File: src/rtl/multicycle_controller_pkg.sv
// Shared encodings for the multicycle RV32I control FSM: states, opcodes,
// ALU op classes and the mux select codes driven to the datapath.
package multicycle_pkg;

    localparam int unsigned OP_W   = 7;
    localparam int unsigned F3_W   = 3;
    localparam int unsigned ALUC_W = 3;
    localparam int unsigned SEL_W  = 2;

    typedef enum logic [3:0] {
        FETCH,
        DECODE,
        MEMADR,
        MEMREAD,
        MEMWB,
        MEMWRITE,
        EXECUTER,
        EXECUTEI,
        ALUWB,
        JAL,
        BEQ
    } statetype_t;

    typedef enum logic [1:0] {
        ALUOP_ADD   = 2'b00,
        ALUOP_SUB   = 2'b01,
        ALUOP_FUNCT = 2'b10
    } aluop_t;

    localparam logic [OP_W-1:0] OP_LW    = 7'b0000011;
    localparam logic [OP_W-1:0] OP_SW    = 7'b0100011;
    localparam logic [OP_W-1:0] OP_RTYPE = 7'b0110011;
    localparam logic [OP_W-1:0] OP_ITYPE = 7'b0010011;
    localparam logic [OP_W-1:0] OP_JAL   = 7'b1101111;
    localparam logic [OP_W-1:0] OP_BEQ   = 7'b1100011;

    localparam logic [ALUC_W-1:0] ALU_ADD = 3'b000;
    localparam logic [ALUC_W-1:0] ALU_SUB = 3'b001;
    localparam logic [ALUC_W-1:0] ALU_AND = 3'b010;
    localparam logic [ALUC_W-1:0] ALU_OR  = 3'b011;
    localparam logic [ALUC_W-1:0] ALU_SLT = 3'b101;

    localparam logic [SEL_W-1:0] IMM_I = 2'b00;
    localparam logic [SEL_W-1:0] IMM_S = 2'b01;
    localparam logic [SEL_W-1:0] IMM_B = 2'b10;
    localparam logic [SEL_W-1:0] IMM_J = 2'b11;

    localparam logic [SEL_W-1:0] SRCA_PC    = 2'b00;
    localparam logic [SEL_W-1:0] SRCA_OLDPC = 2'b01;
    localparam logic [SEL_W-1:0] SRCA_RD1   = 2'b10;

    localparam logic [SEL_W-1:0] SRCB_WD    = 2'b00;
    localparam logic [SEL_W-1:0] SRCB_IMM   = 2'b01;
    localparam logic [SEL_W-1:0] SRCB_FOUR  = 2'b10;

    localparam logic [SEL_W-1:0] RES_ALUOUT = 2'b00;
    localparam logic [SEL_W-1:0] RES_DATA   = 2'b01;
    localparam logic [SEL_W-1:0] RES_ALURES = 2'b10;

endpackage

File: src/rtl/multicycle_controller_if.sv
// Controller <-> datapath signal bundle; master is the controller side.
interface multicycle_controller_if;

    logic [6:0] op;
    logic [2:0] funct3;
    logic       funct7b5;
    logic       zero;
    logic [1:0] immsrc;
    logic [1:0] alusrca;
    logic [1:0] alusrcb;
    logic [1:0] resultsrc;
    logic [2:0] alucontrol;
    logic       adrsrc;
    logic       irwrite;
    logic       pcwrite;
    logic       regwrite;
    logic       memwrite;

    modport master (
        input  op, funct3, funct7b5, zero,
        output immsrc, alusrca, alusrcb, resultsrc, alucontrol,
               adrsrc, irwrite, pcwrite, regwrite, memwrite
    );

    modport slave (
        output op, funct3, funct7b5, zero,
        input  immsrc, alusrca, alusrcb, resultsrc, alucontrol,
               adrsrc, irwrite, pcwrite, regwrite, memwrite
    );

endinterface

File: src/rtl/multicycle_controller_aludec.sv
// ALU decoder: maps the FSM's ALU op class plus instruction fields to alucontrol.
module aludec
    import multicycle_pkg::*;
(
    input  aluop_t            aluop,
    input  logic [F3_W-1:0]   funct3,
    input  logic              op5,
    input  logic              funct7b5,
    output logic [ALUC_W-1:0] alucontrol
);

    always_comb begin
        alucontrol = ALU_ADD;
        unique case (aluop)
            ALUOP_ADD: alucontrol = ALU_ADD;
            ALUOP_SUB: alucontrol = ALU_SUB;
            ALUOP_FUNCT: begin
                // sub only for R-type with funct7[5]; addi always adds
                unique case (funct3)
                    3'b000:  alucontrol = (op5 & funct7b5) ? ALU_SUB : ALU_ADD;
                    3'b010:  alucontrol = ALU_SLT;
                    3'b110:  alucontrol = ALU_OR;
                    3'b111:  alucontrol = ALU_AND;
                    default: alucontrol = ALU_ADD;
                endcase
            end
            default: alucontrol = ALU_ADD;
        endcase
    end

endmodule

File: src/rtl/multicycle_controller.sv
// Moore control FSM sequencing the shared multicycle datapath; outputs are
// decoded from the state register, with pcwrite also gated by the ALU zero flag.
module multicycle_controller
    import multicycle_pkg::*;
(
    input  logic                    clk,
    input  logic                    reset,
    multicycle_controller_if.master bus
);

    statetype_t       state, state_n;
    aluop_t           aluop;
    logic             pcupdate, branch;
    logic [SEL_W-1:0] alusrca, alusrcb, resultsrc, immsrc;
    logic             adrsrc, irwrite, regwrite, memwrite;
    logic [ALUC_W-1:0] alucontrol;

    always_ff @(posedge clk or posedge reset) begin
        if (reset) state <= FETCH;
        else       state <= state_n;
    end

    // next state and state-decoded controls
    always_comb begin
        state_n   = FETCH;
        aluop     = ALUOP_ADD;
        pcupdate  = 1'b0;
        branch    = 1'b0;
        alusrca   = SRCA_PC;
        alusrcb   = SRCB_WD;
        resultsrc = RES_ALUOUT;
        adrsrc    = 1'b0;
        irwrite   = 1'b0;
        regwrite  = 1'b0;
        memwrite  = 1'b0;
        unique case (state)
            FETCH: begin
                irwrite   = 1'b1;
                alusrcb   = SRCB_FOUR;
                resultsrc = RES_ALURES;
                pcupdate  = 1'b1;
                state_n   = DECODE;
            end
            DECODE: begin
                alusrca = SRCA_OLDPC;
                alusrcb = SRCB_IMM;
                unique case (bus.op)
                    OP_LW, OP_SW: state_n = MEMADR;
                    OP_RTYPE:     state_n = EXECUTER;
                    OP_ITYPE:     state_n = EXECUTEI;
                    OP_JAL:       state_n = JAL;
                    OP_BEQ:       state_n = BEQ;
                    default:      state_n = FETCH;
                endcase
            end
            MEMADR: begin
                alusrca = SRCA_RD1;
                alusrcb = SRCB_IMM;
                state_n = (bus.op == OP_LW) ? MEMREAD : MEMWRITE;
            end
            MEMREAD: begin
                adrsrc  = 1'b1;
                state_n = MEMWB;
            end
            MEMWB: begin
                resultsrc = RES_DATA;
                regwrite  = 1'b1;
            end
            MEMWRITE: begin
                adrsrc   = 1'b1;
                memwrite = 1'b1;
            end
            EXECUTER: begin
                alusrca = SRCA_RD1;
                aluop   = ALUOP_FUNCT;
                state_n = ALUWB;
            end
            EXECUTEI: begin
                alusrca = SRCA_RD1;
                alusrcb = SRCB_IMM;
                aluop   = ALUOP_FUNCT;
                state_n = ALUWB;
            end
            ALUWB: regwrite = 1'b1;
            JAL: begin
                alusrca  = SRCA_OLDPC;
                alusrcb  = SRCB_FOUR;
                pcupdate = 1'b1;
                state_n  = ALUWB;
            end
            BEQ: begin
                alusrca = SRCA_RD1;
                aluop   = ALUOP_SUB;
                branch  = 1'b1;
            end
            default: state_n = FETCH;
        endcase
    end

    // immediate format follows the opcode in every state
    always_comb begin
        immsrc = IMM_I;
        unique case (bus.op)
            OP_SW:   immsrc = IMM_S;
            OP_BEQ:  immsrc = IMM_B;
            OP_JAL:  immsrc = IMM_J;
            default: immsrc = IMM_I;
        endcase
    end

    aludec u_aludec (
        .aluop      (aluop),
        .funct3     (bus.funct3),
        .op5        (bus.op[5]),
        .funct7b5   (bus.funct7b5),
        .alucontrol (alucontrol)
    );

    assign bus.pcwrite    = pcupdate | (branch & bus.zero);
    assign bus.immsrc     = immsrc;
    assign bus.alusrca    = alusrca;
    assign bus.alusrcb    = alusrcb;
    assign bus.resultsrc  = resultsrc;
    assign bus.alucontrol = alucontrol;
    assign bus.adrsrc     = adrsrc;
    assign bus.irwrite    = irwrite;
    assign bus.regwrite   = regwrite;
    assign bus.memwrite   = memwrite;

endmodule

File: src/flat_wrapper.sv
// flat-port wrapper written by rule: the top's interface ports become plain ports
module multicycle_controller_flat import multicycle_pkg::*;
  (clk, reset, bus_op, bus_funct3, bus_funct7b5, bus_zero, bus_immsrc, bus_alusrca, bus_alusrcb, bus_resultsrc, bus_alucontrol, bus_adrsrc, bus_irwrite, bus_pcwrite, bus_regwrite, bus_memwrite);
  multicycle_controller_if bus_i ();
  input  logic clk;
  input  logic reset;
  input wire logic [$bits(bus_i.op)-1:0] bus_op;
  input wire logic [$bits(bus_i.funct3)-1:0] bus_funct3;
  input wire logic [$bits(bus_i.funct7b5)-1:0] bus_funct7b5;
  input wire logic [$bits(bus_i.zero)-1:0] bus_zero;
  output wire logic [$bits(bus_i.immsrc)-1:0] bus_immsrc;
  output wire logic [$bits(bus_i.alusrca)-1:0] bus_alusrca;
  output wire logic [$bits(bus_i.alusrcb)-1:0] bus_alusrcb;
  output wire logic [$bits(bus_i.resultsrc)-1:0] bus_resultsrc;
  output wire logic [$bits(bus_i.alucontrol)-1:0] bus_alucontrol;
  output wire logic [$bits(bus_i.adrsrc)-1:0] bus_adrsrc;
  output wire logic [$bits(bus_i.irwrite)-1:0] bus_irwrite;
  output wire logic [$bits(bus_i.pcwrite)-1:0] bus_pcwrite;
  output wire logic [$bits(bus_i.regwrite)-1:0] bus_regwrite;
  output wire logic [$bits(bus_i.memwrite)-1:0] bus_memwrite;
  assign bus_i.op = bus_op;
  assign bus_i.funct3 = bus_funct3;
  assign bus_i.funct7b5 = bus_funct7b5;
  assign bus_i.zero = bus_zero;
  assign bus_immsrc = bus_i.immsrc;
  assign bus_alusrca = bus_i.alusrca;
  assign bus_alusrcb = bus_i.alusrcb;
  assign bus_resultsrc = bus_i.resultsrc;
  assign bus_alucontrol = bus_i.alucontrol;
  assign bus_adrsrc = bus_i.adrsrc;
  assign bus_irwrite = bus_i.irwrite;
  assign bus_pcwrite = bus_i.pcwrite;
  assign bus_regwrite = bus_i.regwrite;
  assign bus_memwrite = bus_i.memwrite;
  multicycle_controller u_core (.clk(clk), .reset(reset), .bus(bus_i));
endmodule
File: config.mk
export PLATFORM = sky130hd
export DESIGN_NAME = multicycle_controller_flat
export DESIGN_NICKNAME = d
export VERILOG_FILES = /design/src/rtl/multicycle_controller_pkg.sv /design/src/rtl/multicycle_controller_if.sv /design/src/rtl/multicycle_controller_aludec.sv /design/src/rtl/multicycle_controller.sv /design/src/flat_wrapper.sv
export SDC_FILE = /design/constraint.sdc
export NUM_CORES = 1
export LEC_CHECK = 0
export ABC_AREA = 0
export BUFFER_PORTS_ARGS = -buffer_cell sky130_fd_sc_hd__clkbuf_2
export CAP_MARGIN = 10
export CORE_AREA = 2 2 39 41
export CTS_CLUSTER_SIZE = 25
export DETAILED_ROUTE_END_ITERATION = 6
export DIE_AREA = 0 0 41 43
export MAX_ROUTING_LAYER = met4
export PLACE_DENSITY = 0.76
export SLEW_MARGIN = 20
export SYNTH_ARGS = -nofsm -noshare
export SYNTH_HDL_FRONTEND = slang
export SYNTH_SLANG_ARGS = --single-unit
File: constraint.sdc
create_clock -name clk -period 2.9 [get_ports clk]
set_input_delay 0.145 -clock clk [delete_from_list [all_inputs] [get_ports clk]]
set_output_delay 0.145 -clock clk [all_outputs]
set_load 0.03 [all_outputs]
==> run metrics <==
outcome finished clean; WP data arrival 2.05 ns; xor-xnor portion of the synthesized cell area 6.62%; antenna-violating nets left 0; max reg flops 4; Max clock buf depth 2; fin. max-slew vios 0; Post-synth ARST share 100%; leakage 0.000350 uW; Post-Syn Nets 87; clock insertion delay at the later pin of the skew report 0.23 ns; total CTS buffers 3; Yosys top cell by area dfrtp_1; crit path max fanout 13; share of layout cells above drive strength 1 33.3%; largest family of logic cells by synthesized area simple AND/OR/NAND/NOR gates; CP Cell Sequence nor3b_1, nand2_1, ha_1, nor4_1, clkbuf_2; Regs by FF count u_core.state x4; Core Rows 14; Seq/Total Area, Yosys 18.9%; maximum vdd ir drop 286 uV; share of the synthesized area in the top cell type 18.9%; RSZ-0062 raised after global routing false; yosys warns 0; count leader, synth nor2_1; initial core utilization 38.2%; routability cong. 0.845; Synth Area in Compound Gates 17.0%; height of the die 43 um; Setup Viol. Count Final 0; most instantiated cells after synthesis nor2_1, a21oi_1, dfrtp_1, inv_1, nor3_1; Finished Layout Cells 115; Post-Synth Simple-Gate Area 43.0%; Pwr per Cell Area 585 nW/um^2; n_diodes 0; global-route wire length before repair 2040 um; wirelength, routed 1220 um; Cells after Synth 71; number of hold buffers added after cts 1; DR iter-0 viols 13; CP required 2.76 ns; post-CTS sizing 0; initial antenna violation count 0; Rel. slew slack 73.0%; H-tree Lvls 1; final hold vios 0; Layout area overhead 32.4%; die width 41 um; maximum clock rate 456 MHz; crit start category flop; IO Port Bufs 29; min-delay worst type in2reg; CP max stage cell dfrtp_1; Netlist cell types 37; largest net degree at the start of global routing 15; clock skew 0.000839 ns; Synth Area in Adders 4.73%; post-synthesis register bit count 4; root buffer cell clkbuf_4; post-synthesis mux area share 1.89%; Core Area 1380 um^2; Post-synth EDFFs 0; period utilization 75.6%; Synth area leaders dfrtp_1, nor2_1, xnor2_1; Inst Count DP 111; post-CTS setup buffer count 0; Worst Tran Pin Value 0.406 ns; syn_area_per_cell 7.45 um^2; WL/cell 10.6 um; Via Count 617; Ports 30; HPWL after detailed placement 1000 um; vias in the first global route 488; Die ar. 1760 um^2; mapped cell area 529 um^2; grt total ovfl 0; global-route usage over all layers 17.0%; Clock Sinks 4; max-cap viol count 0; crit path time final 2.19 ns; Final nets 117; setup total negative slack 0 ns; largest register by flop count u_core.state; CTS tree built; Setup CP Type reg2out; Worst setup EP type output port; clk slew on worst S/H paths 0.04 ns; Primary FF master, synth dfrtp_1; Vias/cell 5.37; DRC viols 0; slowest stage delay, CP 0.53 ns; drt first pass iters 4
## metal layers
layer / wire length [um] / vias up / global-route usage [%] / part of all wire, %
li1: - / 312 / - / -
met5: 0 / - / - / 0
met3: 73 / 2 / 4.71 / 6.0
met4: 11 / 0 / 8.00 / 0.90
met2: 564 / 24 / 25.0 / 46
met1: 574 / 279 / 20.7 / 47
## stage by stage
step	utilization, %	hold slack (ns)	power, uW	setup slack, ns	area (um^2)
floorplan	-	-0.0889	286	0.588	529
global placement	48.3	0.00875	341	0.982	668
detailed placement	48.3	0.0117	344	0.948	668
CTS	50.6	0.220	416	0.701	701
global route	50.6	0.267	443	0.404	701
finish	50.6	0.231	410	0.706	701
## placed cells by master (no fill, tap or decap)
cell type and instances:
nor3_1 4, o21bai_1 1, o21a_1 1, o21ai_1 1, xnor2_1 3, nor4_1 1
dlygate4sd3_1 1, a211o_1 1, nor3b_1 3, nand4b_1 1, nand4bb_1 1, o31ai_1 1
nand3b_1 1, nor2_1 8, or4_1 1, and4bb_2 1, or2_0 1, and4_1 2
a41oi_1 1, and3b_1 2, or2_1 1, inv_1 4, mux2i_1 1, o21ai_0 1
and3_1 1, clkbuf_4 3, a32oi_1 1, nand2_1 3, clkbuf_2 29, dfrtp_1 4
nand2b_1 3, a21oi_1 5, nor2b_1 2, ha_1 2, xor2_1 1, o22ai_1 1
nand3_1 1
## power breakdown
| group | total, uW | leakage (uW) | internal [uW] | switching, uW |
|---|---|---|---|---|
| Sequential | 94.2 | 0.0000532 | 64.5 | 29.7 |
| Combinational | 248 | 0.000283 | 82.6 | 166 |
| Clock | 67.6 | 0.0000138 | 46.2 | 21.4 |
## layout make-up
| cell class | count | area [um^2] |
|---|---|---|
| Sequential cell | 4 | 100 |
| Tap cell | 16 | 20.0 |
| Fill cell | 135 | 683 |
| Clock buffer | 3 | 22.5 |
| Inverter | 4 | 15.0 |
| Multi-Input combinational cell | 58 | 388 |
| Timing Repair Buffer | 30 | 155 |
## cells by family (layout without fill, tap and decap cells)
logic type,after synthesis,count (layout)
and+or+nand+nor,37,37
AOI/OAI and AO/OA,14,14
buffers and inverters,9,37
xor gates and xnor gates,4,4
DFF,4,4
adders and majority gates,2,2
muxes,1,1
## worst paths after layout
path / startpoint / endpoint / slack (ns) / depth (start not counted)
setup reg to reg: u_core.state[0]$_DFF_PP0_ / u_core.state[2]$_DFF_PP0_ / 1.52 / 3
setup / recovery: u_core.state[1]$_DFF_PP0_ / bus_alucontrol[2] / 0.71 / 5
max in group asynchronous: reset / u_core.state[1]$_DFF_PP0_ / 2.44 / 3
min in group asynchronous: reset / u_core.state[0]$_DFF_PP0_ / 0.32 / 3
hold reg to reg: u_core.state[1]$_DFF_PP0_ / u_core.state[2]$_DFF_PP0_ / 0.73 / 2
hold / removal: bus_op[4] / u_core.state[2]$_DFF_PP0_ / 0.23 / 3
## worst max-delay path: cells and delay by family (launching register included)
family                   cells  cell delay [ns]
flip-flops                   1             0.53
adder cells (fa/ha/maj)      1             0.34
buffers and inverters        1             0.25
AND/OR/NAND/NOR              3             0.70
(Power assumes the default switching activity.)
